File: src/rtl/hb_pkg.sv
// Shared types and constants for the hb_bcd_conv binary-to-BCD converter.
package hb_pkg;

    typedef enum logic [1:0] {
        IDLE  = 2'd0,
        SHIFT = 2'd1,
        FIN   = 2'd2
    } hb_state_e;

    localparam logic [3:0] BCD_BLANK = 4'hF;

endpackage

File: src/rtl/hb_bcd_add3.sv
// Double-dabble correction cell: adds 3 to a BCD digit that is 5 or more.
module hb_bcd_add3 (
    input  logic [3:0] digit_i,
    output logic [3:0] digit_o
);

    // Pre-shift correction so the digit stays in 0..9 after doubling.
    always_comb begin
        if (digit_i >= 4'd5) begin
            digit_o = digit_i + 4'd3;
        end else begin
            digit_o = digit_i;
        end
    end

endmodule

File: src/rtl/hb_bcd_conv.sv
// Sequential binary-to-BCD converter (one double-dabble step per clock).
// Optional leading-zero blanking is enabled by defining HB_BCD_LEADING_BLANK_EN.
module hb_bcd_conv
    import hb_pkg::*;
#(
    parameter int IN_W   = 6,
    parameter int DIGITS = 2
) (
    input  logic                  CLK,
    input  logic                  RESETN,
    input  logic                  START,
    input  logic                  MOD,
    input  logic [IN_W-1:0]       NUMBER,
    input  logic [IN_W-1:0]       ANUMBER,
    output logic                  BUSY,
    output logic                  DONE,
    output logic [4*DIGITS-1:0]   DIGIT_OUT,
    output logic                  OVF
);

    localparam int BW = 4 * DIGITS;
    localparam int CW = $clog2(IN_W + 1);
    localparam logic [CW-1:0] LAST_STEP = CW'(IN_W - 1);

    hb_state_e         state_q;
    logic [IN_W-1:0]   opnd_q;
    logic [BW-1:0]     bcd_q;
    logic              sticky_q;
    logic [CW-1:0]     cnt_q;
    logic [BW-1:0]     dout_q;
    logic              ovf_q;
    logic              done_q;
    logic              busy_q;

    logic [BW-1:0]     adj_s;
    logic [BW-1:0]     bcd_d;
    logic              carry_s;
    logic              fin_ovf_s;
    logic [BW-1:0]     result_d;

    for (genvar g = 0; g < DIGITS; g++) begin : g_add3
        hb_bcd_add3 u_add3 (
            .digit_i (bcd_q[4*g +: 4]),
            .digit_o (adj_s[4*g +: 4])
        );
    end

    // The bit leaving the top digit on the shift is the overflow indicator.
    assign bcd_d     = {adj_s[BW-2:0], opnd_q[IN_W-1]};
    assign carry_s   = adj_s[BW-1];
    assign fin_ovf_s = sticky_q | carry_s;

`ifdef HB_BCD_LEADING_BLANK_EN
    logic lead_s;
`endif

    // Final presentation value: zero on overflow, optionally with leading zeros blanked.
    always_comb begin
        if (fin_ovf_s) begin
            result_d = '0;
        end else begin
            result_d = bcd_d;
        end
`ifdef HB_BCD_LEADING_BLANK_EN
        lead_s = 1'b1;
        for (int i = DIGITS - 1; i >= 1; i--) begin
            if (lead_s && (result_d[4*i +: 4] == 4'd0)) begin
                result_d[4*i +: 4] = BCD_BLANK;
            end else begin
                lead_s = 1'b0;
            end
        end
`endif
    end

    // Control FSM with conversion datapath and registered outputs.
    always_ff @(posedge CLK or negedge RESETN) begin
        if (!RESETN) begin
            state_q  <= IDLE;
            opnd_q   <= '0;
            bcd_q    <= '0;
            sticky_q <= 1'b0;
            cnt_q    <= '0;
            dout_q   <= '0;
            ovf_q    <= 1'b0;
            done_q   <= 1'b0;
            busy_q   <= 1'b0;
        end else begin
            done_q <= 1'b0;
            case (state_q)
                IDLE: begin
                    if (START) begin
                        opnd_q   <= MOD ? ANUMBER : NUMBER;
                        bcd_q    <= '0;
                        sticky_q <= 1'b0;
                        cnt_q    <= '0;
                        busy_q   <= 1'b1;
                        state_q  <= SHIFT;
                    end else begin
                        busy_q   <= 1'b0;
                    end
                end
                SHIFT: begin
                    bcd_q    <= bcd_d;
                    opnd_q   <= opnd_q << 1;
                    sticky_q <= fin_ovf_s;
                    cnt_q    <= cnt_q + CW'(1);
                    if (cnt_q == LAST_STEP) begin
                        dout_q  <= result_d;
                        ovf_q   <= fin_ovf_s;
                        done_q  <= 1'b1;
                        state_q <= FIN;
                    end else begin
                        state_q <= SHIFT;
                    end
                end
                FIN: begin
                    busy_q  <= 1'b0;
                    state_q <= IDLE;
                end
                default: begin
                    busy_q  <= 1'b0;
                    state_q <= IDLE;
                end
            endcase
        end
    end

    assign BUSY      = busy_q;
    assign DONE      = done_q;
    assign DIGIT_OUT = dout_q;
    assign OVF       = ovf_q;

endmodule

File: config.mk
export PLATFORM = sky130hd
export DESIGN_NAME = hb_bcd_conv
export DESIGN_NICKNAME = d
export VERILOG_FILES = /design/src/rtl/hb_pkg.sv /design/src/rtl/hb_bcd_add3.sv /design/src/rtl/hb_bcd_conv.sv
export SDC_FILE = /design/constraint.sdc
export NUM_CORES = 1
export LEC_CHECK = 0
export CAP_MARGIN = 40
export CORE_ASPECT_RATIO = 1.25
export CORE_UTILIZATION = 40
export CTS_CLUSTER_SIZE = 12
export DETAILED_ROUTE_END_ITERATION = 16
export PLACE_DENSITY_LB_ADDON = 0.08
export SKIP_CTS_REPAIR_TIMING = 1
export SLEW_MARGIN = 20
export SYNTH_ARGS = -nofsm -noshare
export SYNTH_HDL_FRONTEND = slang
export SYNTH_SLANG_ARGS = --single-unit
export TNS_END_PERCENT = 30
File: constraint.sdc
create_clock -name CLK -period 1.7 [get_ports CLK]
set_clock_uncertainty 0.05 [all_clocks]
set_input_delay 0.34 -clock CLK [delete_from_list [all_inputs] [get_ports CLK]]
set_output_delay 0.34 -clock CLK [all_outputs]
set_load 0.01 [all_outputs]
Word-level counts from Yosys, hierarchy flattened

Cells that the tools add are included.

Flip-flop bits (word level): 31
Output and inout port bits: 11
Logic and storage cells: 41
Input port bits: 16

Order comparisons: 2
Add/sub/neg operators: 3
Equal/unequal tests: 3
Reduce and logical (&&, ||, !) cells: 4
Mux-type cells: 19
Bitwise operators: 1

Operators by type and width:

| kind                  | number |
|---|---|
| $mux W8               | 2 |
| $pmux W8 S2           | 1 |
| $mux W6               | 2 |
| $pmux W6 S2           | 1 |
| $add A4 B2 Y4 const B | 2 |
| $ge A4 B3 Y1 const B  | 2 |
| $mux W4               | 2 |
| $pmux W3 S2           | 1 |
| $mux W1               | 4 |
| $mux W2               | 2 |
| $pmux W1 S2           | 2 |
| $pmux W2 S2           | 1 |
| $reduce_and A2 Y1     | 2 |
| $add A3 B1 Y3 const B | 1 |
| $eq A3 B3 Y1 const B  | 1 |
| $mux W3               | 1 |
| $eq A2 B1 Y1 const B  | 1 |
| $logic_not A2 Y1      | 1 |
| $ne A2 B2 Y1 const B  | 1 |
| $reduce_bool A2 Y1    | 1 |
| $or A1 B1 Y1          | 1 |

Depth between registers and ports, before layout

Depth in word-level cells: 4
Depth in mapped cells: 7
Gate-level depth less buffers: 6

Hierarchy

From an unflattened synthesis, not the netlist that was laid out.

Cell total of the unflattened synthesis: 148
Area, all modules: 1589.0 µm²

By module, submodules not included:

| module      | area each (µm²) | instances | cells an instance | sequential area each (µm²) |
|---|---|---|---|---|
| hb_bcd_conv | 1386.3          | 1         | 116               | 775.7 |
| hb_bcd_add3 | 101.3           | 2         | 16                | 0.0 |

Least setup slack after synthesis

No wires, ideal clock.

Kind: reg2reg
Start: register bcd_q[4]
End: register ovf_q, in the netlist OVF
Data arrival time: 1.521 ns
Setup time: 0.125 ns
Stages on the path, launching flop included: 8
Data required time: 1.525 ns
Clock period less this slack: 1.696 ns
Path slack: 0.004 ns
Path buffers: 1
Cells stage by stage: dfrtp_1 -> inv_1 -> ha_1 -> nand2b_1 -> nor3b_1 -> a211o_1 -> buf_6 -> mux2_4

Cells in the longest elaborated chain, start to end: 3
Elaborated cells between the ends (all ways): 4
Classes of those cells: 1 x add/sub; 1 x order compare; 1 x mux; 1 x bitwise

RTL lines:

| element                                       | RTL line                            | RTL |
|---|---|---|
| start: declaration                            | hb_bcd_conv.sv:27                   | `logic [BW-1:0] bcd_q;` |
| start signal: assignment                      | hb_bcd_conv.sv:81                   | `bcd_q <= '0;` |
| start signal: assignment                      | hb_bcd_conv.sv:94                   | `bcd_q <= '0;` |
| start signal: assignment                      | hb_bcd_conv.sv:104                  | `bcd_q <= bcd_d;` |
| $add A4 B2 Y4 or $ge A4 B3 Y1 (tied branches) | hb_bcd_add3.sv:10, hb_bcd_add3.sv:9 |  |
| $mux W4 (*)                                   | hb_bcd_add3.sv:9                    | `if (digit_i >= 4'd5) begin` |
| $or A1 B1 Y1 (*)                              | hb_bcd_conv.sv:51                   | `assign fin_ovf_s = sticky_q \| carry_s;` |
| end signal: assignment                        | hb_bcd_conv.sv:110                  | `ovf_q <= fin_ovf_s;` |
| end: declaration                              | hb_bcd_conv.sv:31                   | `logic ovf_q;` |

Every way passes the cells marked *; elsewhere a longest branch is shown, timed or not.
A chain may end at the register's enable or synchronous reset.

Final worst setup path

Start: register bcd_q[4]
End: register dout_q[6], in the netlist DIGIT_OUT[6]

Cells in the longest elaborated chain, start to end: 4
Elaborated cells between the ends (all ways): 5
Classes of those cells: 1 x add/sub; 1 x order compare; 2 x mux; 1 x bitwise

RTL lines:

| element                                       | RTL line                            | RTL |
|---|---|---|
| $add A4 B2 Y4 or $ge A4 B3 Y1 (tied branches) | hb_bcd_add3.sv:10, hb_bcd_add3.sv:9 |  |
| $mux W4 (*)                                   | hb_bcd_add3.sv:9                    |  |
| $or A1 B1 Y1                                  | hb_bcd_conv.sv:51                   |  |
| $mux W8 (*)                                   | hb_bcd_conv.sv:59                   | `if (fin_ovf_s) begin` |
| end signal: assignment                        | hb_bcd_conv.sv:109                  | `dout_q <= result_d;` |
| end: declaration                              | hb_bcd_conv.sv:30                   | `logic [BW-1:0] dout_q;` |

Marks and branches as above.

==> key figures <==
Place
  • GPL Wtd Cong: 0.767
  • Dpl cells: 239
  • Pre-CTS WS: -0.0809 ns
  • PortBufs: 26
  • HPWL Detailed: 2460 microns

Yosys
  • Top cells by area, synth: dfrtp_1, o21ai_0, mux2_2
  • EDFF count, synth: 0
  • Syn_area_per_cell: roughly 10 sq um
  • Synthesis Warnings: 0
  • Post-synth top area share: 49.1%
  • Synthesized flop and latch total: 31
  • Sequential share of the synthesized area: roughly 49%
  • Leading area contributor after synthesis: dfrtp_1
  • Top_reg_cell synth: dfrtp_1
  • Synth cell types: 27
  • Post-Synthesis Cells: 151
  • FFs w/ async S/R, synth: between 90% and 100%
  • Cell Area, Synth: 0.00158 sq mm
  • Syn nets: 173

Clock network
  • Worst-path clk slew: about 0.06 ns
  • Root Driver: clkbuf_8
  • Clk_lat worst skew: ~0.28 ns
  • CTS tree: done
  • H-tree depth: 2
  • Number of CTS-inserted buffers: 5
  • Clock Tree Buf Depth: 2
  • Clk sink count: 31

Run
  • Max_cap viols: 0

Critical path
  • CP max-delay cell: dfrtp_1
  • Worst Path Buf+Inv: 1
  • Setup CP Type: reg -> reg
  • Worst path max stage delay: approximately 0.43 ns
  • FF-to-FF setup slack: around 0.015 ns
  • Worst Path Max Fanout: 4
  • Worst path top cell family by delay: compound AO/OA/AOI/OAI gates
  • Critical path depth in cells: 6
  • Worst Path Required: ~1.8 ns
  • Critical path data arrival time: approximately 1.8 ns
  • R2R cell count: 6
  • Setup crit end kind: register
  • Setup crit start kind: register
  • Worst-path cell chain: ha_4 > nand2b_4 > nor3b_1 > a211o_1 > buf_4 > o31ai_2

Timing
  • RSZ-0062 raised after global routing: yes
  • Fmax: around 600 MHz
  • Actual slew at the worst max-slew pin: between 0.4 and 0.5 ns
  • Pins Over Slew Limit: 0
  • Final setup margin: approximately 0.015 ns
  • Fin Hold WS: 0.402 ns
  • Final setup fails: 0
  • Fin. Hold Viols: 0
  • Total negative setup slack: 0 ns
  • Relative slew margins: approximately 73%
  • Final min period: 1.68 ns
  • Final Cycle Share: 99.1%

Final layout
  • Fin nets: around 220
  • Layout cells sized above 1: between 20% and 30%
  • Commonest non-fill, non-tap cell in the layout: dfrtp_1
  • Syn-to-layout area delta: 37.8%
  • Non-filler cells, final: roughly 250
  • Antenna cells: 0
  • Most frequent cells in the layout: dfrtp_1, clkdlybuf4s50_1, nand2_1, o21ai_0, buf_4

GRT
  • Total GRT Usage: 18.4%
  • Total grt overflow: 0
  • First-pass GRT wire length: approximately 5900 microns
  • Initial antenna violation count: 0
  • Vias in the first global route: around 1300
  • Largest net degree at the start of global routing: 32

Floorplanning
  • Io pins: 27
  • Row cnt: 25
  • Core area: about 0.0038 sq mm
  • Initial Util: a little over two fifths
  • Die span in y: around 72 microns
  • Die footprint: ~0.0042 sq mm
  • Chip width: a little under 60 microns

Power and ir drop
  • VDD IR max: just over 0.8 mV
  • Pwr dens: about 1800 mW/mm^2
  • Leakage: between 0.9 and 1 nW

Status
  • Outcome: finished, final reports clean

Route
  • Drt drc: 0
  • Met3 WL: between 150 and 200 microns
  • DR iter-0 viols: 25
  • Vias: around 1200
  • M1 WL: about 1500 microns
  • Met2 WL post-DR: around 1700 microns
  • Final ANT Viol Nets: 0
  • TritonRoute pass-1 iters: 4
  • Wire per inst: ~14 microns
  • Vias per cell: roughly 5.0
  • DR top layer: met4
  • Total Wirelength: between 3000 and 4000 microns

Hold path
  • Worst hold path class: in -> async
## logic make-up (layout without fill, tap and decap cells)
kind of cell             Yosys count  in the layout  share of synthesized area [%]
AO/OA/AOI/OAI                     48             48                           20.0
XOR/XNOR                           2              2                           1.11
adder cells (fa/ha/maj)            6              6                           4.75
buffers and inverters             15             58                           4.35
flip-flops                        31             31                           49.1
multiplexers                      11             11                           7.91
AND/OR/NAND/NOR                   38             38                           12.8
## power by group
group | leakage, nW | total (W) | internal, W | switching (W)
registers | 0.400 | 0.00128 | 0.00104 | 0.000242
clock network | 0.0515 | 0.000640 | 0.000369 | 0.000270
logic | 0.473 | 0.00193 | 0.000958 | 0.000974
total | 0.924 | 0.00385 | 0.00237 | 0.00149
## cell type report
type	instances	area (sq um)
Clock buffer	8	100
Fill cell	335	1610
Inverter	8	30.0
Multi-Input combinational cell	105	822
Sequential cell	31	776
Tap cell	54	67.6
Timing Repair Buffer	42	384
## final timing paths
path / from / end
setup / recovery: bcd_q[4]$_DFFE_PN0P_ / DIGIT_OUT[6]$_DFFE_PN0P_
hold / removal: RESETN / cnt_q[2]$_DFFE_PN0P_
setup reg to reg: bcd_q[4]$_DFFE_PN0P_ / DIGIT_OUT[6]$_DFFE_PN0P_
hold reg to reg: DIGIT_OUT[7]$_DFFE_PN0P_ / DIGIT_OUT[7]$_DFFE_PN0P_
max in group asynchronous: RESETN / DIGIT_OUT[3]$_DFFE_PN0P_
min in group CLK: DIGIT_OUT[7]$_DFFE_PN0P_ / DIGIT_OUT[7]$_DFFE_PN0P_
## worst register-to-register path: cells and delay by family (launching register included)
kind	cells	cell delay, ns
DFF	1	0.43
and+or+nand+nor	2	0.27
AOI/OAI and AO/OA	2	0.50
adders and majority gates	1	0.18
buffers and inverters	1	0.17
## through the flow
step	total power (W)	instance area [sq um]	utilization (%)
floorplan	0.00230	1580	-
global placement	0.00291	1980	52.4
detailed placement	0.00297	1980	52.4
CTS	0.00363	2080	55.0
global route	0.00415	2180	57.6
finish	0.00385	2180	57.6
## cell usage after synthesis, types with 2 or more instances
cell type,instances
nand2_1,20
inv_1,8
o21ai_0,19
a21oi_1,12
ha_1,6
clkbuf_1,2
a22o_1,2
nor2b_1,6
mux2_2,8
nor3b_1,5
buf_2,4
nor2_1,2
dfrtp_1,31
nand2b_1,3
o31ai_2,6
xnor2_1,2
a22oi_1,4
mux2i_1,2
## sequential cells by signal (all words and copies together) (netlist names)
| name | count |
|---|---|
| BUSY | 1 |
| DIGIT_OUT | 8 |
| DONE | 1 |
| OVF | 1 |
| bcd_q | 8 |
| cnt_q | 3 |
| opnd_q | 6 |
| state_q | 2 |
| sticky_q | 1 |
## routing by layer
layer | global-route usage [%] | up-vias
met5 | 0 | -
met4 | 7.67 | 0
met3 | 3.92 | 7
met2 | 33.8 | 36
met1 | 20.1 | 583
li1 | - | 616
No activity file was read; power rests on OpenSTA's default activity.
